**src/rtl/ptp_time_counter.sv**
```systemverilog
// Free-running PTP time-of-day counter (integer ns + fractional ns) with load,
// one-shot offset, per-cycle drift trim, tick output and independent snapshot channels.
module ptp_time_counter #(
    parameter int COUNTER_WIDTH    = 96,
    parameter int COUNTER_FRACTION = 32,
    parameter int CLK_PERIOD_NS    = 8,
    parameter int NUM_SNAP         = 4,
    parameter int TICK_BIT         = 29,
    localparam int NS_W            = COUNTER_WIDTH - COUNTER_FRACTION
) (
    input  logic                     clk,
    input  logic                     reset,
    input  logic                     load_valid,
    input  logic [COUNTER_WIDTH-1:0] load_value,
    input  logic                     adj_valid,
    input  logic [NS_W-1:0]          adj_value,
    input  logic                     drift_wr,
    input  logic [COUNTER_FRACTION-1:0] drift_value,
    input  logic [NUM_SNAP-1:0]      snap_req,
    input  logic [NUM_SNAP-1:0]      snap_ack,
    output logic [NUM_SNAP-1:0]      snap_valid,
    output logic [NUM_SNAP*NS_W-1:0] snap_value,
    output logic [NUM_SNAP-1:0]      snap_ovf,
    output logic [NS_W-1:0]          counter_val,
    output logic                     tick_out
);

    localparam logic [COUNTER_WIDTH-1:0] STEP_BASE =
        COUNTER_WIDTH'(CLK_PERIOD_NS) << COUNTER_FRACTION;
    localparam int TICK_POS = COUNTER_FRACTION + TICK_BIT;

    logic [COUNTER_WIDTH-1:0] cnt_q, cnt_d;
    logic [COUNTER_WIDTH-1:0] step_q, step_d;
    logic [COUNTER_WIDTH-1:0] inc;
    logic                     tick_q, tick_d;
    logic [NUM_SNAP-1:0]      snap_valid_q, snap_valid_d;
    logic [NUM_SNAP-1:0]      snap_ovf_q, snap_ovf_d;
    logic [NUM_SNAP*NS_W-1:0] snap_value_q, snap_value_d;

    always_comb begin
        step_d = step_q;
        if (drift_wr) begin
            step_d = STEP_BASE + {{NS_W{drift_value[COUNTER_FRACTION-1]}}, drift_value};
        end

        // The offset only touches the integer-ns field, so it folds into the
        // increment with a narrow adder; the counter keeps a single wide adder.
        inc = step_q;
        if (adj_valid) begin
            inc[COUNTER_WIDTH-1:COUNTER_FRACTION] =
                step_q[COUNTER_WIDTH-1:COUNTER_FRACTION] + adj_value;
        end

        cnt_d  = load_valid ? load_value : cnt_q + inc;
        tick_d = cnt_d[TICK_POS] & ~cnt_q[TICK_POS];

        snap_valid_d = snap_valid_q;
        snap_ovf_d   = snap_ovf_q;
        snap_value_d = snap_value_q;
        for (int i = 0; i < NUM_SNAP; i++) begin
            if (snap_req[i]) begin
                snap_value_d[i*NS_W +: NS_W] = cnt_q[COUNTER_WIDTH-1:COUNTER_FRACTION];
                snap_valid_d[i] = 1'b1;
                if (snap_valid_q[i] && !snap_ack[i]) begin
                    snap_ovf_d[i] = 1'b1;
                end
            end else if (snap_ack[i]) begin
                snap_valid_d[i] = 1'b0;
            end
        end
    end

    always_ff @(posedge clk) begin
        if (reset) begin
            cnt_q        <= '0;
            step_q       <= STEP_BASE;
            tick_q       <= 1'b0;
            snap_valid_q <= '0;
            snap_ovf_q   <= '0;
            snap_value_q <= '0;
        end else begin
            cnt_q        <= cnt_d;
            step_q       <= step_d;
            tick_q       <= tick_d;
            snap_valid_q <= snap_valid_d;
            snap_ovf_q   <= snap_ovf_d;
            snap_value_q <= snap_value_d;
        end
    end

    assign counter_val = cnt_q[COUNTER_WIDTH-1:COUNTER_FRACTION];
    assign tick_out    = tick_q;
    assign snap_valid  = snap_valid_q;
    assign snap_ovf    = snap_ovf_q;
    assign snap_value  = snap_value_q;

endmodule

```
**config.mk**
```make
export PLATFORM = sky130hd
export DESIGN_NAME = ptp_time_counter
export DESIGN_NICKNAME = d
export VERILOG_FILES = /design/src/rtl/ptp_time_counter.sv
export SDC_FILE = /design/constraint.sdc
export NUM_CORES = 1
export LEC_CHECK = 0
export BUFFER_PORTS_ARGS = -buffer_cell sky130_fd_sc_hd__buf_2
export CORE_UTILIZATION = 51
export CTS_CLUSTER_DIAMETER = 40
export DETAILED_ROUTE_END_ITERATION = 12
export HOLD_SLACK_MARGIN = 0.03
export PLACE_DENSITY = 0.77
export SLEW_MARGIN = 40
export SYNTH_ARGS = -nofsm -noshare
export SYNTH_HDL_FRONTEND = slang
export SYNTH_SLANG_ARGS = --single-unit
```
**constraint.sdc**
```tcl
create_clock -name clk -period 6.3 [get_ports clk]
set_clock_uncertainty 0.1 [all_clocks]
set_input_delay 0.63 -clock clk [delete_from_list [all_inputs] [get_ports clk]]
set_output_delay 0.63 -clock clk [all_outputs]
set_load 0.005 [all_outputs]
```
==> results.json, run 1 <==
{
  "slowest_delay_ns": 0.45,
  "endpoint_kind": "register",
  "synthTopCellsByCount": "nor2_1, dfxtp_1, mux2i_1",
  "cts_tree": "done",
  "first_pass_iters": 7,
  "grt_pass1_vias": 18508,
  "maxCapViolCount": 0,
  "maxSlewViolCount": 0,
  "syn2layout_area_growth_pct": 20.4,
  "via_count": 19830,
  "worst_slack_ns": 0.385,
  "drc": 0,
  "yosys_warnings": 0,
  "cpLargestDelayFamily": "simple AND/OR/NAND/NOR gates",
  "insertion_delay_ns": 0.59,
  "synth.distinct_cells": 75,
  "antenna_found_initial": 16,
  "path_buf_inv": 2,
  "die_w_um": 206,
  "ys.flop_type": "dfxtp_1",
  "post-route-period-util_pct": 93.9,
  "clock_sinks": 394,
  "setup_viol": 0,
  "post-route-cell-area_mm2": 0.0255,
  "critPathRequiredTime_ns": 6.69,
  "cts_buffer_depth": 3,
  "hold_class": "in -> reg",
  "place_area_mm2": 0.0237,
  "drive_gt1_share_pct": 22.8,
  "syn_inst": 2516,
  "numCtsBuffers": 53,
  "num-nets-final": 3225,
  "netlist.area_leader.share_pct": 37.2,
  "max-vdd-ir-drop_mv": 0.248,
  "grt_setup_unrepaired": "no",
  "hold_viol_final": 0,
  "crit_fanout": 8,
  "track_usage_pct": 29.9,
  "drtIter0Drc": 1340,
  "slew_headroom_pct": 43.7,
  "row_count": 74,
  "ioPinCount": 534,
  "ant_nets": 0,
  "dp_hpwl_um": 50800,
  "hold_buffers": 0,
  "clk_pin_slew_ns": 0.06,
  "min_period_ns": 5.92,
  "routedWlPerCell_um": 19.2,
  "status": "finished, final reports clean",
  "dp_slack_ns": 0.245,
  "crit_path_top_delay_cell": "dfxtp_1",
  "fin_util_pct": 62.4,
  "setup_tns_ns": 0,
  "arrival_ns": 6.31,
  "cp_common_cell": "nor2_1",
  "grt_pass1_wl_um": 101000,
  "synth_edf_count": 0,
  "port_buffers": 533,
  "tightest_slew_ns": 0.836,
  "synth.most_common_cell": "nor2_1",
  "p_leak_nw": 12.5,
  "yosysSeqAreaShare_pct": 37.2,
  "place_congestion": 0.930,
  "ys_seq_elements": 394,
  "finalPower_mw": 6.99,
  "die-height_um": 206,
  "cts_root_buf": "clkbuf_16",
  "start_kind": "register",
  "core_mm2": 0.0409,
  "synth_nets": 2822,
  "dieArea_mm2": 0.0424,
  "drt_wl_total_um": 67100,
  "timing.fmax_mhz": 169,
  "grt_max_degree": 104,
  "synth_area_mm2": 0.0212,
  "setup.worst_path.class": "reg -> reg",
  "synth_area_leader_cell": "dfxtp_1",
  "syn_area_per_cell_um2": 8.43,
  "power-per-cell-area_mw_per_mm2": 273,
  "synth-async-reset-ratio_pct": 0,
  "grt_overflow": 0,
  "yosys-top-cells-area": "dfxtp_1, mux2i_1, nor2_1",
  "viasPerCell": 5.66,
  "start_util_pct": 51.8,
  "htreeDepth": 2
}
cell families after synthesis:
logic type               count (synthesis)  share of synthesized area [%]
AO/OA/AOI/OAI                          482                           14.0
XOR/XNOR                               141                           5.82
adder cells (fa/ha/maj)                101                           6.03
multiplexers                           294                           13.9
buffers and inverters                  243                           5.48
flip-flops                             394                           37.2
AND/OR/NAND/NOR                        861                           17.7
report_power, final:
part / leakage, nW / switching [mW] / internal [mW] / total, mW
clock network: 0.851 / 1.21 / 1.71 / 2.92
logic: 8.47 / 0.728 / 0.525 / 1.25
registers: 3.23 / 0.158 / 2.65 / 2.81
layout make-up:
cell class,count,area [um^2]
multi-input combinational,1879,12200
clock inverter,37,353
inverter,41,154
fill,3492,15400
tap,532,666
clock buffer,60,1420
sequential,394,7890
timing repair buffer,550,2840
antenna,11,27.5
through the flow:
step | hold slack [ns] | std cells
2_1_floorplan | 0.360 | 2516
3_3_place_gp | 0.348 | 3396
3_5_place_dp | 0.360 | 3396
4_1_cts | 0.126 | 3493
5_1_grt | 0.129 | 3503
6_report | 0.157 | 3504
flip-flops by register name, summed over array words and instances (netlist names):
register,flops
snap_value,256
cnt_q,96
step_q,33
snap_ovf,4
snap_valid,4
tick_out,1
placed cells by master, fill, tap and decap left out, types with 5 or more instances in the layout:
master	instances
clkinvlp_4	9
nand2b_1	14
clkbuf_16	54
diode_2	11
or3_1	13
a211oi_1	8
clkbuf_8	5
a21o_1	49
dfxtp_1	394
o21a_1	9
clkinv_2	5
nand2_1	123
a31oi_1	11
clkinv_4	7
inv_1	40
buf_6	6
ha_1	99
nand4_1	37
inv_6	6
xor2_1	71
nor2b_1	19
o21bai_1	24
xnor2_1	70
a21oi_1	209
buf_4	17
inv_8	6
nor2_1	524
nand3_1	42
a22o_1	31
nor4_1	5
o21ai_0	93
and2_1	10
o211ai_1	9
nor3_1	24
buf_2	526
mux2i_1	293
and3_1	18
or2_2	5
layer usage:
metal  vias to the layer above  global-route usage [%]  part of all wire [%]
li1                       9472                       -                     -
met1                      9391                    36.7                    41
met2                       783                    51.1                    49
met3                       174                    6.39                   6.8
met4                        10                    11.5                   3.1
met5                         -                       0                 0.080
path summary, 6_finish.rpt:
check | slack (ns) | from | depth (start not counted) | to
worst max-delay path | 0.38 | step_q[34]$_SDFFE_PP0P_ | 27 | cnt_q[95]$_SDFF_PP0_
worst min-delay path | 0.16 | load_value[79] | 2 | cnt_q[79]$_SDFF_PP0_
worst max register to register | 0.38 | step_q[34]$_SDFFE_PP0P_ | 27 | cnt_q[95]$_SDFF_PP0_
worst min register to register | 0.37 | snap_ovf[3]$_SDFFE_PP0P_ | 2 | snap_ovf[3]$_SDFFE_PP0P_
timing repair:
action / CTS / global route
setup endpoints to repair: 0 / 1
setup buffers: 0 / 0
gates resized for setup: 0 / 2
Note: power is estimated with default switching activity, not from simulation.
==> inputs of run 2 (changes only) <==
==> constraint.sdc (replaced) <==
create_clock -name clk -period 6.3 [get_ports clk]
set_clock_uncertainty 0.1 [all_clocks]
set_input_delay 0 -clock clk [delete_from_list [all_inputs] [get_ports clk]]
set_output_delay 0 -clock clk [all_outputs]
set_load 0.005 [all_outputs]
==> results.json, run 2 (synthesis gave the netlist of run 1 again) <==
{
  "status": "finished, final reports clean",
  "viasPerCell": 5.67,
  "maxCapViolCount": 0,
  "die_w_um": 206,
  "whs_endpoint": "cnt_q[95]$_SDFF_PP0_",
  "start_kind": "register",
  "fill_cells": 3164,
  "num-nets-final": 3443,
  "cts_root_buf": "clkbuf_16",
  "r2r_start": "step_q[34]$_SDFFE_PP0P_",
  "antenna_found_initial": 8,
  "grt_setup_unrepaired": "yes",
  "largest_reg_flops": 256,
  "routedWlPerCell_um": 19.8,
  "drc": 0,
  "timing.fmax_mhz": 164,
  "max-vdd-ir-drop_mv": 0.223,
  "start_util_pct": 51.8,
  "hold_class": "in -> reg",
  "layout_common_cells": "buf_2, nor2_1, dfxtp_1",
  "multi_input_area_mm2": 0.0122,
  "grt_pass1_wl_um": 111000,
  "maxSlewViolCount": 0,
  "critPathRequiredTime_ns": 6.69,
  "syn2layout_area_growth_pct": 30.6,
  "clk_pin_slew_ns": 0.06,
  "drive_gt1_share_pct": 21.0,
  "final_common_cell": "buf_2",
  "arrival_ns": 6.49,
  "hold_viol_final": 0,
  "grt_overflow": 0,
  "ioPinCount": 534,
  "dieArea_mm2": 0.0424,
  "min_from": "adj_value[63]",
  "htreeDepth": 2,
  "drtIter0Drc": 1620,
  "slew_headroom_pct": 39.2,
  "whs_path_depth": 7,
  "drt_wl_total_um": 73500,
  "insertion_delay_ns": 0.61,
  "r2r.worst_path.cells": 26,
  "cts_buffer_depth": 3,
  "via_count": 21059,
  "worstReg2RegEnd": "cnt_q[94]$_SDFF_PP0_",
  "dp_hpwl_um": 50800,
  "min_period_ns": 6.10,
  "core_mm2": 0.0409,
  "place_congestion": 0.967,
  "ant_nets": 0,
  "crit_fanout": 7,
  "die-height_um": 206,
  "port_buffers": 533,
  "grt_util_met1_pct": 38.8,
  "tightest_slew_ns": 0.911,
  "track_usage_pct": 33.0,
  "first_pass_iters": 7,
  "gr-usage-met2_pct": 58.0,
  "setup_viol": 0,
  "top_usage_layer": "met2",
  "numCtsBuffers": 53,
  "grt_pass1_vias": 20706,
  "grtUsageMet3_pct": 6.09,
  "setup_tns_ns": 0,
  "setup.worst_path.class": "reg -> reg",
  "regArea_mm2": 0.00789,
  "grt_max_degree": 111,
  "whs_ns": 0.0723,
  "row_count": 74,
  "power-per-cell-area_mw_per_mm2": 260,
  "cts_tree": "done",
  "p_leak_nw": 13.4,
  "post-route-period-util_pct": 96.9,
  "r2r_slack_ns": 0.20,
  "endpoint_kind": "register",
  "clock_sinks": 394
}
==> run 2: worst max-delay path by stage <==
stage | startpoint | end | depth (start not counted)
finish | step_q[34]$_SDFFE_PP0P_ | cnt_q[94]$_SDFF_PP0_ | 26
global route | step_q[34]$_SDFFE_PP0P_ | cnt_q[94]$_SDFF_PP0_ | 26
CTS | step_q[34]$_SDFFE_PP0P_ | cnt_q[89]$_SDFF_PP0_ | 26
detailed placement | step_q[34]$_SDFFE_PP0P_ | cnt_q[95]$_SDFF_PP0_ | 27
global placement | step_q[34]$_SDFFE_PP0P_ | cnt_q[95]$_SDFF_PP0_ | 25
floorplan | step_q[34]$_SDFFE_PP0P_ | cnt_q[95]$_SDFF_PP0_ | 25
==> run 2: cell type report <==
| type | instances | share of cell area, % |
|---|---|---|
| repair buffers | 768 | 18.1 |
| clock inverters | 29 | 1.26 |
| well taps | 532 | 2.40 |
| inverters | 41 | 0.556 |
| multi-input cells | 1879 | 44.1 |
| diodes | 8 | 0.0723 |
| flip-flops and latches | 394 | 28.5 |
| clock buffers | 63 | 5.00 |
==> run 2: critical path, cell delays in order, from the launching register on <==
cell,delay [ns]
dfxtp_2,0.35
ha_1,0.28
a21o_1,0.12
a21o_1,0.15
a21oi_1,0.12
nor4b_1,0.39
buf_4,0.22
nand2b_1,0.10
or2_2,0.33
inv_1,0.10
nand2_1,0.07
xnor2_1,0.14
and2_1,0.17
ha_1,0.37
nand2_1,0.16
nor2_1,0.19
nand4_1,0.15
a21oi_1,0.19
a211o_1,0.16
nor2_1,0.06
a21o_1,0.25
o31ai_4,0.29
nor3b_4,0.30
o22ai_2,0.15
o2111a_1,0.25
a221o_1,0.25
dlygate4sd3_1,0.56
==> run 2: what timing repair did <==
| item | in CTS | in global routing |
|---|---|---|
| hold buffers | 218 | 0 |
| endpoints found under the hold margin | 282 | 0 |
| resized for setup | 0 | 9 |
| endpoints found under the setup margin | 0 | 5 |
| setup buffers | 0 | 2 |
==> run 2: power breakdown <==
group          internal, mW  switching (mW)  total, mW
registers              2.65           0.163       2.82
logic                 0.639           0.781       1.42
clock network          1.73            1.23       2.96
total                  5.03            2.17       7.20
==> run 2: per-layer routing <==
| layer | wire length (um) | up-vias |
|---|---|---|
| met1 | 29300 | 10018 |
| met2 | 36400 | 938 |
| met4 | 2770 | 0 |
| met5 | 0 | - |
| met3 | 5070 | 200 |
| li1 | - | 9903 |
==> run 2: metrics by stage <==
stage	cells	power (mW)	setup slack, ns	utilization (%)	cell area (um^2)
2_1_floorplan	2516	3.68	1.13	-	21200
3_3_place_gp	3394	4.06	0.521	57.9	23700
3_5_place_dp	3394	4.09	0.365	57.9	23700
4_1_cts	3704	7.15	0.0690	67.5	27600
5_1_grt	3714	7.46	-0.0259	67.7	27700
6_report	3714	7.20	0.197	67.7	27700
==> inputs of run 3 (changes only) <==
- SETUP_SLACK_MARGIN: unset -> 0.2
==> results.json, run 3 (synthesis gave the netlist of run 1 again) <==
{
  "p_leak_nw": 13.5,
  "insertion_delay_ns": 0.61,
  "viasPerCell": 5.69,
  "antenna_found_initial": 8,
  "track_usage_pct": 33.0,
  "syn2layout_area_growth_pct": 30.4,
  "arrival_ns": 6.14,
  "layout_common_cells": "buf_2, nor2_1, dfxtp_1",
  "crit_path_top_delay_cell": "fa_1",
  "maxSlewViolCount": 0,
  "fin_util_pct": 67.6,
  "r2r_start": "step_q[34]$_SDFFE_PP0P_",
  "final_common_cell": "buf_2",
  "p_sw_share_pct": 30.2,
  "hold_viol_final": 0,
  "cts_root_buf": "clkbuf_16",
  "r2r.worst_path.cells": 28,
  "crit_fanout": 8,
  "post-route-period-util_pct": 91.2,
  "grt_overflow": 0,
  "drt_wl_total_um": 73600,
  "place_congestion": 0.967,
  "grt_pass1_wl_um": 111000,
  "dieArea_mm2": 0.0424,
  "whs_endpoint": "cnt_q[95]$_SDFF_PP0_",
  "largest_reg_flops": 256,
  "power-per-cell-area_mw_per_mm2": 260,
  "whs_path_depth": 7,
  "slowest_delay_ns": 0.41,
  "pwr-share-clk_pct": 41.2,
  "num-nets-final": 3440,
  "htreeDepth": 2,
  "grt_pass1_vias": 20676,
  "status": "finished, final reports clean",
  "worstReg2RegEnd": "cnt_q[95]$_SDFF_PP0_",
  "die_w_um": 206,
  "min_period_ns": 5.74,
  "drtIter0Drc": 1611,
  "cts_tree": "done",
  "min_from": "adj_value[63]",
  "drive_gt1_share_pct": 21.0,
  "start_kind": "register",
  "max-vdd-ir-drop_mv": 0.224,
  "p_switching_mw": 2.17,
  "r2r_slack_ns": 0.56,
  "row_count": 74,
  "grt_setup_unrepaired": "no",
  "seqPwrFrac_pct": 39.1,
  "slew_headroom_pct": 37.7,
  "dp_hpwl_um": 50800,
  "critPathRequiredTime_ns": 6.70,
  "p_int_mw": 5.02,
  "clock_sinks": 394,
  "port_buffers": 533,
  "die-height_um": 206,
  "ant_nets": 0,
  "tightest_slew_ns": 0.934,
  "fill_cells": 3165,
  "numCtsBuffers": 53,
  "via_count": 21101,
  "pwr-share-comb_pct": 19.7,
  "grt_max_degree": 111,
  "endpoint_kind": "register",
  "drc": 0,
  "start_util_pct": 51.8,
  "maxCapViolCount": 0,
  "setup_tns_ns": 0,
  "setup.worst_path.class": "reg -> reg",
  "timing.fmax_mhz": 174,
  "core_mm2": 0.0409,
  "setup_viol": 0,
  "cp_common_cell": "nor2_1",
  "cts_buffer_depth": 3,
  "routedWlPerCell_um": 19.8,
  "ioPinCount": 534,
  "whs_ns": 0.0704,
  "first_pass_iters": 5,
  "clk_pin_slew_ns": 0.06,
  "hold_class": "in -> reg"
}
run 3: cell type report:
type / count / area (um^2) / share of cell area, %
diodes: 8 / 20.0 / 0.0724
clock buffers: 63 / 1380 / 5.00
clock inverters: 29 / 350 / 1.27
inverters: 41 / 154 / 0.556
multi-input cells: 1879 / 12200 / 44.1
flip-flops and latches: 394 / 7890 / 28.5
well taps: 532 / 666 / 2.41
repair buffers: 765 / 4990 / 18.0
run 3: how the worst max path moves through the flow:
stage / start / end / slack, ns
2_1_floorplan: step_q[34]$_SDFFE_PP0P_ / cnt_q[95]$_SDFF_PP0_ / 1.13
3_3_place_gp: step_q[34]$_SDFFE_PP0P_ / cnt_q[95]$_SDFF_PP0_ / 0.52
3_5_place_dp: step_q[34]$_SDFFE_PP0P_ / cnt_q[95]$_SDFF_PP0_ / 0.36
4_1_cts: step_q[34]$_SDFFE_PP0P_ / cnt_q[76]$_SDFF_PP0_ / 0.32
5_1_grt: step_q[34]$_SDFFE_PP0P_ / cnt_q[95]$_SDFF_PP0_ / 0.22
6_report: step_q[34]$_SDFFE_PP0P_ / cnt_q[95]$_SDFF_PP0_ / 0.56
run 3: power by group through the flow:
stage | logic, mW | clock network (mW) | registers (mW)
2_1_floorplan | 0.868 | 0 | 2.81
3_3_place_gp | 1.21 | 0 | 2.85
3_5_place_dp | 1.23 | 0 | 2.86
4_1_cts | 1.37 | 2.97 | 2.81
5_1_grt | 1.54 | 3.09 | 2.83
6_report | 1.42 | 2.96 | 2.82
run 3: critical path: cells and delay by family, from the launching register on:
kind                       cells  cell delay, ns
and+or+nand+nor               12            1.94
AOI/OAI and AO/OA              9            1.65
adders and majority gates      3            0.99
buffers and inverters          3            0.44
DFF                            1            0.38
xor gates and xnor gates       1            0.14
run 3: repair_timing:
action / CTS / global route
resized for setup: 0 / 6
hold buffers: 215 / 0
setup endpoints to repair: 0 / 8
hold endpoints to repair: 282 / 0
setup buffers: 0 / 2
run 3: through the flow:
step,setup slack (ns),cells,cell area [um^2],total power [mW]
2_1_floorplan,1.13,2516,21200,3.68
3_3_place_gp,0.521,3394,23700,4.06
4_1_cts,0.317,3701,27600,7.15
3_5_place_dp,0.365,3394,23700,4.09
5_1_grt,0.224,3711,27700,7.46
6_report,0.555,3711,27700,7.20
run 3: per-layer routing:
layer	wire, um	vias to the layer above	GRT usage (%)
met2	36400	984	58.0
met1	29300	10022	38.8
li1	-	9898	-
met3	5120	197	6.05
met5	0	-	0
met4	2820	0	14.8
